==> src/rtl/imem_loader_pkg.sv <==
// imem_loader_pkg: shared definitions for the instruction-memory boot loader.
//   IMEM_DEPTH  - instruction memory size in 32-bit words (shared with inst_mem)
//   IMEM_CNT_W  - width of the word-count header and internal counters
//   ld_state_t  - loader FSM state encoding
package imem_loader_pkg;

  localparam int unsigned IMEM_DEPTH = 64;
  localparam int unsigned IMEM_CNT_W = 16;

  typedef enum logic [2:0] {
    ST_LEN_LO = 3'd0,
    ST_LEN_HI = 3'd1,
    ST_DATA   = 3'd2,
    ST_WRITE  = 3'd3,
    ST_DONE   = 3'd4,
    ST_ERR    = 3'd5
  } ld_state_t;

endpackage

==> src/rtl/imem_loader_byte_packer.sv <==
// imem_loader_byte_packer: assembles four little-endian bytes into a word.
//   clock, reset   - clock / async active-high reset
//   i_clr          - synchronous clear of lane counter and assembly register
//   i_en           - a byte is accepted this cycle
//   i_byte         - byte to store at the current lane
//   o_word         - assembly register with i_byte already merged at the current lane
//   o_word_ready   - high when the byte accepted this cycle completes a word
module imem_loader_byte_packer (
  input  logic        clock,
  input  logic        reset,
  input  logic        i_clr,
  input  logic        i_en,
  input  logic [7:0]  i_byte,
  output logic [31:0] o_word,
  output logic        o_word_ready
);

  logic [1:0]  r_lane;
  logic [31:0] r_word;
  logic [31:0] w_word;

  // Merged view lets the caller register the complete word on the same edge
  // the 4th byte is accepted.
  always_comb begin
    w_word = r_word;
    case (r_lane)
      2'd0:    w_word[7:0]   = i_byte;
      2'd1:    w_word[15:8]  = i_byte;
      2'd2:    w_word[23:16] = i_byte;
      default: w_word[31:24] = i_byte;
    endcase
  end

  assign o_word       = w_word;
  assign o_word_ready = i_en && (r_lane == 2'd3);

  always_ff @(posedge clock or posedge reset) begin
    if (reset) begin
      r_lane <= '0;
      r_word <= '0;
    end else if (i_clr) begin
      r_lane <= '0;
      r_word <= '0;
    end else if (i_en) begin
      r_lane <= r_lane + 2'd1;
      r_word <= w_word;
    end
  end

endmodule

==> src/rtl/imem_loader.sv <==
// imem_loader: boot-time program loader feeding the instruction-memory write port.
// Stream format: 16-bit little-endian word count, then little-endian 32-bit words.
//   clock, reset  - clock / async active-high reset
//   start         - restart pulse, honoured only in DONE or ERR
//   byte_in/byte_valid/byte_ready - byte stream handshake
//   wr_en/wr_addr/wr_data         - instruction-memory write port (byte address)
//   cpu_hold      - processor reset, released only in DONE
//   done / error  - load complete / header count exceeded DEPTH
module imem_loader
  import imem_loader_pkg::*;
#(
  parameter int unsigned DEPTH = IMEM_DEPTH,
  parameter int unsigned CNT_W = IMEM_CNT_W
) (
  input  logic        clock,
  input  logic        reset,
  input  logic        start,
  input  logic [7:0]  byte_in,
  input  logic        byte_valid,
  output logic        byte_ready,
  output logic        wr_en,
  output logic [31:0] wr_addr,
  output logic [31:0] wr_data,
  output logic        cpu_hold,
  output logic        done,
  output logic        error
);

  ld_state_t r_state, w_state_next;

  logic [CNT_W-1:0] r_count, r_word_idx, w_full_count;
  logic [31:0]      r_wr_addr, r_wr_data, w_word;
  logic             r_byte_ready, r_wr_en, r_cpu_hold, r_done, r_error;
  logic             w_byte_ready_d, w_wr_en_d, w_cpu_hold_d, w_done_d, w_error_d;
  logic             w_xfer, w_start_ok, w_word_ready, w_pack_en, w_pack_clr;

  assign w_xfer       = byte_valid && r_byte_ready;
  assign w_start_ok   = start && ((r_state == ST_DONE) || (r_state == ST_ERR));
  assign w_full_count = CNT_W'({byte_in, r_count[7:0]});
  assign w_pack_en    = w_xfer && (r_state == ST_DATA);
  // Clearing during LEN_HI guarantees every load starts at lane 0.
  assign w_pack_clr   = w_start_ok || (r_state == ST_LEN_HI);

  imem_loader_byte_packer u_packer (
    .clock        (clock),
    .reset        (reset),
    .i_clr        (w_pack_clr),
    .i_en         (w_pack_en),
    .i_byte       (byte_in),
    .o_word       (w_word),
    .o_word_ready (w_word_ready)
  );

  // State register
  always_ff @(posedge clock or posedge reset) begin
    if (reset) r_state <= ST_LEN_LO;
    else       r_state <= w_state_next;
  end

  // Next-state logic
  always_comb begin
    w_state_next = r_state;
    case (r_state)
      ST_LEN_LO: if (w_xfer) w_state_next = ST_LEN_HI;
      ST_LEN_HI: begin
        if (w_xfer) begin
          if (w_full_count == '0)                w_state_next = ST_DONE;
          else if (w_full_count > CNT_W'(DEPTH)) w_state_next = ST_ERR;
          else                                   w_state_next = ST_DATA;
        end
      end
      ST_DATA:   if (w_word_ready) w_state_next = ST_WRITE;
      ST_WRITE:  w_state_next = ((r_word_idx + CNT_W'(1)) == r_count) ? ST_DONE : ST_DATA;
      ST_DONE,
      ST_ERR:    if (start) w_state_next = ST_LEN_LO;
      default:   w_state_next = ST_LEN_LO;
    endcase
  end

  // Output decode from the next state so every output is a register that
  // matches the state it is in.
  always_comb begin
    w_byte_ready_d = (w_state_next == ST_LEN_LO) || (w_state_next == ST_LEN_HI) ||
                     (w_state_next == ST_DATA);
    w_wr_en_d      = (w_state_next == ST_WRITE);
    w_cpu_hold_d   = (w_state_next != ST_DONE);
    w_done_d       = (w_state_next == ST_DONE);
    w_error_d      = (w_state_next == ST_ERR);
  end

  // Datapath and output registers
  always_ff @(posedge clock or posedge reset) begin
    if (reset) begin
      r_count      <= '0;
      r_word_idx   <= '0;
      r_wr_addr    <= '0;
      r_wr_data    <= '0;
      r_byte_ready <= 1'b0;
      r_wr_en      <= 1'b0;
      r_cpu_hold   <= 1'b1;
      r_done       <= 1'b0;
      r_error      <= 1'b0;
    end else begin
      r_byte_ready <= w_byte_ready_d;
      r_wr_en      <= w_wr_en_d;
      r_cpu_hold   <= w_cpu_hold_d;
      r_done       <= w_done_d;
      r_error      <= w_error_d;

      if (w_start_ok) begin
        r_count    <= '0;
        r_word_idx <= '0;
        r_wr_addr  <= '0;
      end else begin
        case (r_state)
          ST_LEN_LO: if (w_xfer) r_count <= {r_count[CNT_W-1:8], byte_in};
          ST_LEN_HI: if (w_xfer) begin
            r_count    <= w_full_count;
            r_word_idx <= '0;
          end
          ST_DATA:   if (w_word_ready) begin
            r_wr_data <= w_word;
            r_wr_addr <= 32'({r_word_idx, 2'b00});
          end
          ST_WRITE:  r_word_idx <= r_word_idx + CNT_W'(1);
          default:   ;
        endcase
      end
    end
  end

  assign byte_ready = r_byte_ready;
  assign wr_en      = r_wr_en;
  assign wr_addr    = r_wr_addr;
  assign wr_data    = r_wr_data;
  assign cpu_hold   = r_cpu_hold;
  assign done       = r_done;
  assign error      = r_error;

endmodule

==> config.mk <==
export PLATFORM = sky130hd
export DESIGN_NAME = imem_loader
export DESIGN_NICKNAME = d
export VERILOG_FILES = /design/src/rtl/imem_loader_pkg.sv /design/src/rtl/imem_loader_byte_packer.sv /design/src/rtl/imem_loader.sv
export SDC_FILE = /design/constraint.sdc
export NUM_CORES = 1
export LEC_CHECK = 0
export ABC_AREA = 0
export CORE_MARGIN = 10
export CORE_UTILIZATION = 40
export CTS_CLUSTER_SIZE = 16
export DETAILED_ROUTE_END_ITERATION = 6
export GPL_TIMING_DRIVEN = 0
export SYNTH_ARGS = -nofsm -noshare
export SYNTH_HDL_FRONTEND = slang
export SYNTH_SLANG_ARGS = --single-unit
==> constraint.sdc <==
create_clock -name clock -period 9.9 [get_ports clock]
set_clock_uncertainty 0.1 [all_clocks]
set_input_delay 1.485 -clock clock [delete_from_list [all_inputs] [get_ports clock]]
set_output_delay 1.485 -clock clock [all_outputs]
set_load 0.05 [all_outputs]
# --- After elaboration in Yosys (flattened, before gate mapping) ---
# Index checks and enable logic that the tools add are counted.
totals:
  input_bits: 12
  register_bits: 138
  output_inout_bits: 69
op_classes:
  n_eq_ne: 18
  muxes: 26
  add_sub_neg: 2
  n_lt_le_gt_ge: 1
  n_reduce_logical: 26
  bitwise: 1
ops:
  columns: ["operator", "n"]
  rows:
  - ["$mux 32", 5]
  - ["$mux 16", 4]
  - ["$pmux 16 s2", 2]
  - ["$mux 8", 5]
  - ["$mux 3", 7]
  - ["$add 16x1->16 const B", 1]
  - ["$eq 16x16->1", 1]
  - ["$gt 16x7->1 const B", 1]
  - ["$logic_not 16->1", 1]
  - ["$pmux 3 s5", 1]
  - ["$eq 3x2->1 const B", 4]
  - ["$eq 3x3->1 const B", 4]
  - ["$reduce_bool 2->1", 6]
  - ["$reduce_and 3->1", 3]
  - ["$eq 3x1->1 const B", 2]
  - ["$logic_not 3->1", 2]
  - ["$ne 3x3->1 const B", 2]
  - ["$eq 2x2->1 const B", 2]
  - ["$logic_and 1x1->1", 4]
  - ["$logic_or 1x1->1", 4]
  - ["$mux 2", 2]
  - ["$ne 2x2->1 const B", 2]
  - ["$reduce_and 2->1", 2]
  - ["$reduce_bool 3->1", 1]
  - ["other kinds (6)", 6]

# --- Logic depth before layout (Yosys ltp) ---
# Gate-level depths: netlist of run 1.
logic_depth:
  word_depth: 8
  mapped_depth: 8
  mapped_depth_nobuf: 7

# --- Hierarchy ---
# Synthesis of run 1 repeated with hierarchy kept, for this count alone.
hier_totals:
  hier_cells: 591
  area_unflattened_um2: 6338.6
by_module_without_submodules:
  columns: ["module", "instances", "cells_each", "area_each_um2", "seq_area_each_um2"]
  rows:
  - ["imem_loader", 1, 423, 4329.2, 2203.4]
  - ["imem_loader_byte_packer", 1, 168, 2009.4, 850.8]

# --- Worst setup path before layout of run 1 ---
# No wires, ideal clock.
synth_timing:
  kind: "in2reg"
  startpoint: "input start"
  endpoint: "register u_packer.r_word[0]"
  arrival_time_ps: 2566
  n_path_buf: 1
  required_ps: 9734
  path_slack_ps: 7168
  cell_stages: 5
  setup_ps: 66
  cell_sequence: "and3_1 -> clkbuf_1 -> or3_1 -> o21ai_2 -> a22o_1"
synth_via:
  elab_chain_len: 3
  elab_cells_between_ends: 4
synth_rtl:
  columns: ["element", "line_no", "rtl"]
  rows:
  - ["from (decl)", "imem_loader.sv:17", "input logic start,"]
  - ["$logic_and 1x1->1 (*)", "imem_loader.sv:38", "assign w_start_ok = start && ((r_state == ST_DONE) || (r_state == ST_ERR));"]
  - ["$logic_or 1x1->1 (*)", "imem_loader.sv:42", "assign w_pack_clr = w_start_ok || (r_state == ST_LEN_HI);"]
  - ["$mux 32 / $reduce_bool 2->1 (equally long branches)", null, null]
  - ["to (signal assigned)", "imem_loader_byte_packer.sv:46", "r_word <= w_word;"]
  - ["to (decl)", "imem_loader_byte_packer.sv:19", "logic [31:0] r_word;"]
# Mark *: on every way between the ends. The rest lies on a longest branch, timed or not.
# A chain may end at the register's enable or synchronous reset.

# --- Final worst setup path of run 1 ---
layout_timing:
  startpoint: "input byte_valid"
  endpoint: "register r_wr_addr[8] (netlist: wr_addr[8])"
layout_via:
  elab_chain_len: 5
layout_rtl:
  columns: ["element", "line_no", "rtl"]
  rows:
  - ["from (decl)", "imem_loader.sv:19", "input logic byte_valid,"]
  - ["$logic_and 1x1->1", "imem_loader.sv:37", "assign w_xfer = byte_valid && r_byte_ready;"]
  - ["$logic_and 1x1->1", "imem_loader.sv:40", "assign w_pack_en = w_xfer && (r_state == ST_DATA);"]
  - ["$logic_and 1x1->1", "imem_loader_byte_packer.sv:35", "assign o_word_ready = i_en && (r_lane == 2'd3);"]
  - ["$reduce_bool 2->1 (no source line)", null, null]
  - ["$reduce_and 2->1 (no source line)", null, null]
  - ["to (signal assigned)", "imem_loader.sv:123", "r_wr_addr <= 32'({r_word_idx, 2'b00});"]
  - ["to (decl)", "imem_loader.sv:32", "logic [31:0] r_wr_addr, r_wr_data, w_word;"]
# No other way between the ends.

==> results of run 1 <==
==> final cells by class <==
class | instances | area share
Tap cell | 184 | 0.0310
Timing Repair Buffer | 65 | 0.0900
Multi-Input combinational cell | 418 | 0.348
Inverter | 7 | 0.00422
Buffer | 60 | 0.0422
Clock inverter | 7 | 0.00927
Sequential cell | 122 | 0.412
Clock buffer | 24 | 0.0636
==> worst max-delay path: cells and delay by family <==
kind                   cells  cell delay (ns)
AND/OR/NAND/NOR            5             1.22
buffers and inverters      3             0.99
==> registers in the layout (all words and copies together) (netlist names) <==
register and flops:
u_packer.r_word 32, wr_data 32, byte_ready 1, r_word_idx 16, done 1, r_count 16
cpu_hold 1, wr_addr 16, r_state 3, wr_en 1, error 1, u_packer.r_lane 2
==> per-layer routing <==
metal  part of all wire  wire length (um)  up-vias  GRT usage
met5                  0                 0        -          0
met4              0.015               241        0     0.0533
met3              0.059               926       22     0.0487
met2               0.50              7810      108      0.265
met1               0.42              6640     2296      0.192
li1                   -                 -     2239          -
==> power by group through the flow <==
stage / registers [mW] / logic, mW / clock network, mW
after global placement: 0.597 / 0.402 / 0
after detailed placement: 0.600 / 0.412 / 0
after floorplan: 0.611 / 0.286 / 0
after global routing: 0.599 / 0.453 / 0.602
after CTS: 0.591 / 0.413 / 0.578
final: 0.592 / 0.413 / 0.570
==> logic make-up after synthesis <==
| logic type | count (synthesis) | share of synthesized area |
|---|---|---|
| AND/OR/NAND/NOR | 203 | 0.171 |
| AO/OA/AOI/OAI | 136 | 0.148 |
| flip-flops | 122 | 0.516 |
| buffers and inverters | 67 | 0.0573 |
| multiplexers | 35 | 0.0592 |
| XOR/XNOR | 22 | 0.0349 |
| adder cells (fa/ha/maj) | 6 | 0.0127 |
| other | 1 | 0.000633 |
==> cell usage in the layout, fill, tap and decap left out, types with 2 or more instances in the layout <==
master           instances
dfrtp_1                121
nand2_1                107
clkdlybuf4s50_1         64
o21ai_0                 63
mux2i_1                 35
a22o_1                  32
clkbuf_1                30
nand3_1                 30
nor2_1                  20
buf_4                   19
clkbuf_16               17
conb_1                  16
xnor2_1                 14
o21ai_1                 10
buf_1                    8
and3_1                   8
buf_2                    7
xor2_1                   7
nor3_1                   6
a21oi_1                  6
ha_1                     6
nand4_1                  5
o31ai_1                  5
a31oi_1                  5
and2_1                   5
inv_1                    4
o21ai_2                  4
and4_1                   3
clkinv_2                 3
inv_2                    2
nor3_2                   2
nand4_4                  2
nor2_2                   2
nor4_1                   2
nor4_2                   2
or3_1                    2
clkinvlp_4               2
clkbuf_8                 2
==> synthesized netlist by cell type (all sizes together), types with 6 or more instances <==
cell,instances,area [um^2]
a21oi,6,30.0
a22o,32,280
and3,8,50.1
buf,35,219
clkbuf,25,93.8
dfrtp,121,3030
ha,6,75.1
inv,7,26.3
mux2i,35,350
nand2,107,402
nand3,31,168
nand4,7,73.8
nor2,22,87.6
nor3,8,50.1
o21ai,77,400
xnor2,14,123
xor2,7,61.3
==> per-stage QoR <==
step | utilization | area, um^2 | instances | setup slack [ns]
floorplan | - | 5980 | 607 | 5.07
global placement | 0.471 | 6850 | 855 | 3.39
detailed placement | 0.473 | 6880 | 856 | 5.99
CTS | 0.511 | 7420 | 887 | 6.41
global route | 0.511 | 7420 | 887 | 6.24
finish | 0.511 | 7420 | 887 | 6.45
==> final timing paths <==
kind                               startpoint                   to  depth (start not counted)
worst max-delay path               byte_valid           wr_addr[8]                          8
worst min register to register    wr_data[17]          wr_data[17]                          2
worst min-delay path              wr_data[17]          wr_data[17]                          2
worst max register to register  r_word_idx[1]           byte_ready                          8
min in group asynchronous               reset           wr_addr[9]                          2
max in group asynchronous               reset  u_packer.r_word[30]                          3
==> out/metrics.csv, run 1 <==
metric;value;unit
share of synthesized registers carrying an async set or reset;1.00;
Clock Sink Count;122;
number of inserted filler cells in the final layout;1361;
remaining design rule violation count;0;
Gates resized, CTS repair;0;
layout cells sized above 1;0.108;
Nets;709;
status;finished, final reports clean;
number of routed nets with antenna violations;0;
area overhead of the layout relative to synthesis;25.3;%
cell mode on critical path;nand2_1;
critical path capture point type;register;
residual overflow from global routing;0;
most instantiated flip-flop cell in the synthesis netlist;dfrtp_1;
starting density of the core;0.407;
summed instance area of the synthesized netlist;5920;um^2
EDFF count, synth;0;
number of rows in the core area;44;
CTS tree;built;
final number of setup-violating endpoints;0;
final critical delay including setup and external delays;3.45;ns
Worst Path Max Fanout;10;
Distinct cells, synth;54;
type of the tightest min-delay check;register to register;
number of buffers added for setup after CTS;0;
clock-pin slew on the worst setup and hold paths;0.05;ns
Detailed Routing Iterations Pass 1;5;
P_int;1.05;mW
Mean Syn Cell Area;10.0;um^2
standard cell core area;14500;um^2
CTS H-tree depth;4;
final RePlAce weighted congestion;0.859;
cells along the critical path;clkdlybuf4s50_1 > nand3b_1 > nor3_2 > nand2_1 > inv_2 > buf_2 > nand2_1 > nand2_1;
largest net degree at the start of global routing;99;
Sequential Power Share;0.376;
total of flip-flops plus latches after synthesis;122;
cells after synthesis;592;
crit share post-route;0.348;
GRT Resource Usage Total;0.159;
clock latency on the worst-skew pair;0.42;ns
Worst IR Drop VDD;0.121;mV
P_leak;3.37;nW
Worst slew margin;0.545;
initial antenna violation count;0;
via count of the first global-routing pass;4837;
sequential cell area in the final layout;3050;um^2
total CTS buffers;17;
HPWL after detailed placement;11.0;mm
combinational group share of total power;0.262;
upper clock frequency limit;290;MHz
clock tree root buffer cell;clkbuf_16;
Ant. Diodes;0;
worst path arrival time;3.70;ns
total count of max-transition violations in the final report;0;
Least-Margin Pin Slew;0.683;ns
Clk network pwr share;0.362;
iteration-0 DRC count of the detailed router;285;
startpoint type of the worst setup path;primary input;
Total Wirelength;15.6;mm
number of hold-slack violations in the final timing report;0;
CP max stage delay;0.47;ns
input/output buffers;64;
Chip Width;142;um
maximum capacitance violations;0;
Total Die Area;20100;um^2
Boundary Pins;81;
Final TNS setup;0;ns
register-to-register path setup slack;7.34;ns
switching part of the total power;0.335;
final hold slack;0.377;ns
Critical Path RT;10.15;ns
critical path class;primary input to register;
vias;4665;
unrepaired setup endpoints after global routing;no;
Via density;5.26;
die span in y;142;um
warning count from the yosys run;0;
slowest cell on the critical path;clkdlybuf4s50_1;
Total Power;1.57;mW
footprint of the multi-input gates;2580;um^2
Clock Tree Buf Depth;2;
power density relative to cell area;212;nW/um^2
global-route wire length before repair;25.5;mm
post-synthesis sequential area ratio;0.516;
Hold Buf Count CTS;0;
Switch Pwr;0.527;mW
Routed wire per std cell;17.6;um
Power figures use the tool's default switching activity.
==> inputs of run 2 (changes only) <==
- clock period: 9.9 -> 3 ns (I/O delays scaled with it)
==> out/metrics.csv, run 2 (same netlist as run 1, synthesis figures left out) <==
metric;value;unit
Worst IR Drop VDD;0.492;mV
Least-Margin Pin Slew;0.699;ns
maximum capacitance violations;0;
Post-Place Worst Slack;0.0854;ns
largest net degree at the start of global routing;43;
Worst Path Max Fanout;10;
clock latency on the worst-skew pair;0.42;ns
number of hold-slack violations in the final timing report;0;
post-route cell area;7510;um^2
Boundary Pins;81;
input/output buffers;64;
Via density;5.26;
number of cells in the finished layout apart from fillers;890;
placed insts;858;
clock-pin slew on the worst setup and hold paths;0.05;ns
Critical Path RT;3.26;ns
global-route wire length before repair;25.4;mm
total count of max-transition violations in the final report;0;
number of rows in the core area;44;
critical path capture point type;register;
Hold Buf Count CTS;0;
standard cell core area;14500;um^2
Routed wire per std cell;17.3;um
CTS tree;built;
upper clock frequency limit;382;MHz
number of routed nets with antenna violations;0;
Clock Sink Count;122;
HPWL after detailed placement;11.0;mm
worst path arrival time;2.87;ns
iteration-0 DRC count of the detailed router;307;
Gates resized, CTS repair;0;
Chip Width;142;um
Total Wirelength;15.4;mm
die span in y;142;um
leading cell type in the layout, fill and taps excluded;dfrtp_1;
CTS H-tree depth;4;
Total Die Area;20100;um^2
unrepaired setup endpoints after global routing;no;
vias;4680;
startpoint type of the worst setup path;register;
total CTS buffers;17;
residual overflow from global routing;0;
final RePlAce weighted congestion;0.870;
Clock Tree Buf Depth;2;
Ant. Diodes;0;
initial antenna violation count;0;
P_leak;3.40;nW
power density relative to cell area;716;nW/um^2
via count of the first global-routing pass;4804;
area overhead of the layout relative to synthesis;26.8;%
remaining design rule violation count;0;
final critical-path setup slack;0.383;ns
critical path class;register to register;
type of the tightest min-delay check;primary input to async pin;
final critical delay including setup and external delays;2.62;ns
Nets;711;
final number of setup-violating endpoints;0;
number of buffers added for setup after CTS;0;
starting density of the core;0.407;
layout cells sized above 1;0.115;
Detailed Routing Iterations Pass 1;5;
status;finished, final reports clean;
dpl cell area;6910;um^2
GRT Resource Usage Total;0.160;
end-of-flow core utilization;0.517;
Worst slew margin;0.534;
commonest cells after routing, fill and taps aside;dfrtp_1, nand2_1, clkdlybuf4s50_1;
crit share post-route;0.872;
clock tree root buffer cell;clkbuf_16;
## run 2: cell types whose count changed in the layout (fill, tap and decap cells not counted)
cell        before  now
buf_16           1    0
buf_12           0    3
clkbuf_8         2    1
clkinvlp_4       2    4
clkbuf_1        30   28
bufinv_16        1    3
## run 2: area by class of cell
| cell class | instances | area, um^2 |
|---|---|---|
| buffer | 60 | 313 |
| timing repair buffer | 67 | 701 |
| fill | 1367 | 7030 |
| clock inverter | 11 | 145 |
| inverter | 7 | 30.0 |
| multi-input combinational | 418 | 2580 |
| clock buffer | 21 | 450 |
| sequential | 122 | 3050 |
| tap | 184 | 230 |
## run 2: worst paths after layout
check                           cells after the start  slack (ns)        start                   to
worst max register to register                      8        0.38   r_state[2]           wr_addr[9]
worst min-delay path                                2        0.23        reset           wr_addr[6]
worst min register to register                      2        0.37  wr_data[11]          wr_data[11]
min in group clock                                  2        0.37  wr_data[11]          wr_data[11]
worst max-delay path                                8        0.38   r_state[2]           wr_addr[9]
max in group asynchronous                           4        1.80        reset  u_packer.r_word[28]
## run 2: layer usage
metal / global-route usage / part of all wire / vias up
li1: - / - / 2239
met1: 0.192 / 0.43 / 2295
met2: 0.256 / 0.49 / 116
met3: 0.0567 / 0.062 / 30
met4: 0.0646 / 0.024 / 0
met5: 0 / 0 / -
## run 2: worst max-delay path: stages, from the launching register on
cell	delay (ns)
dfrtp_1	0.36
clkbuf_1	0.18
nand3b_1	0.32
nor3_2	0.44
nand2_1	0.46
inv_2	0.28
buf_2	0.26
nand2_1	0.08
nand2_1	0.07
## run 2: power by group
part           switching (mW)  internal, mW  total, mW
Sequential              0.134          1.81       1.95
Combinational           0.885         0.476       1.36
Clock                   0.739          1.32       2.06
## run 2: stage by stage
| stage | TNS, ns | hold WS (ns) | total power, mW |
|---|---|---|---|
| floorplan | 0 | 0.365 | 2.96 |
| global placement | -19.61 | 0.370 | 3.30 |
| detailed placement | 0 | 0.372 | 3.33 |
| CTS | 0 | 0.228 | 5.41 |
| global route | 0 | 0.241 | 5.65 |
| finish | 0 | 0.235 | 5.37 |
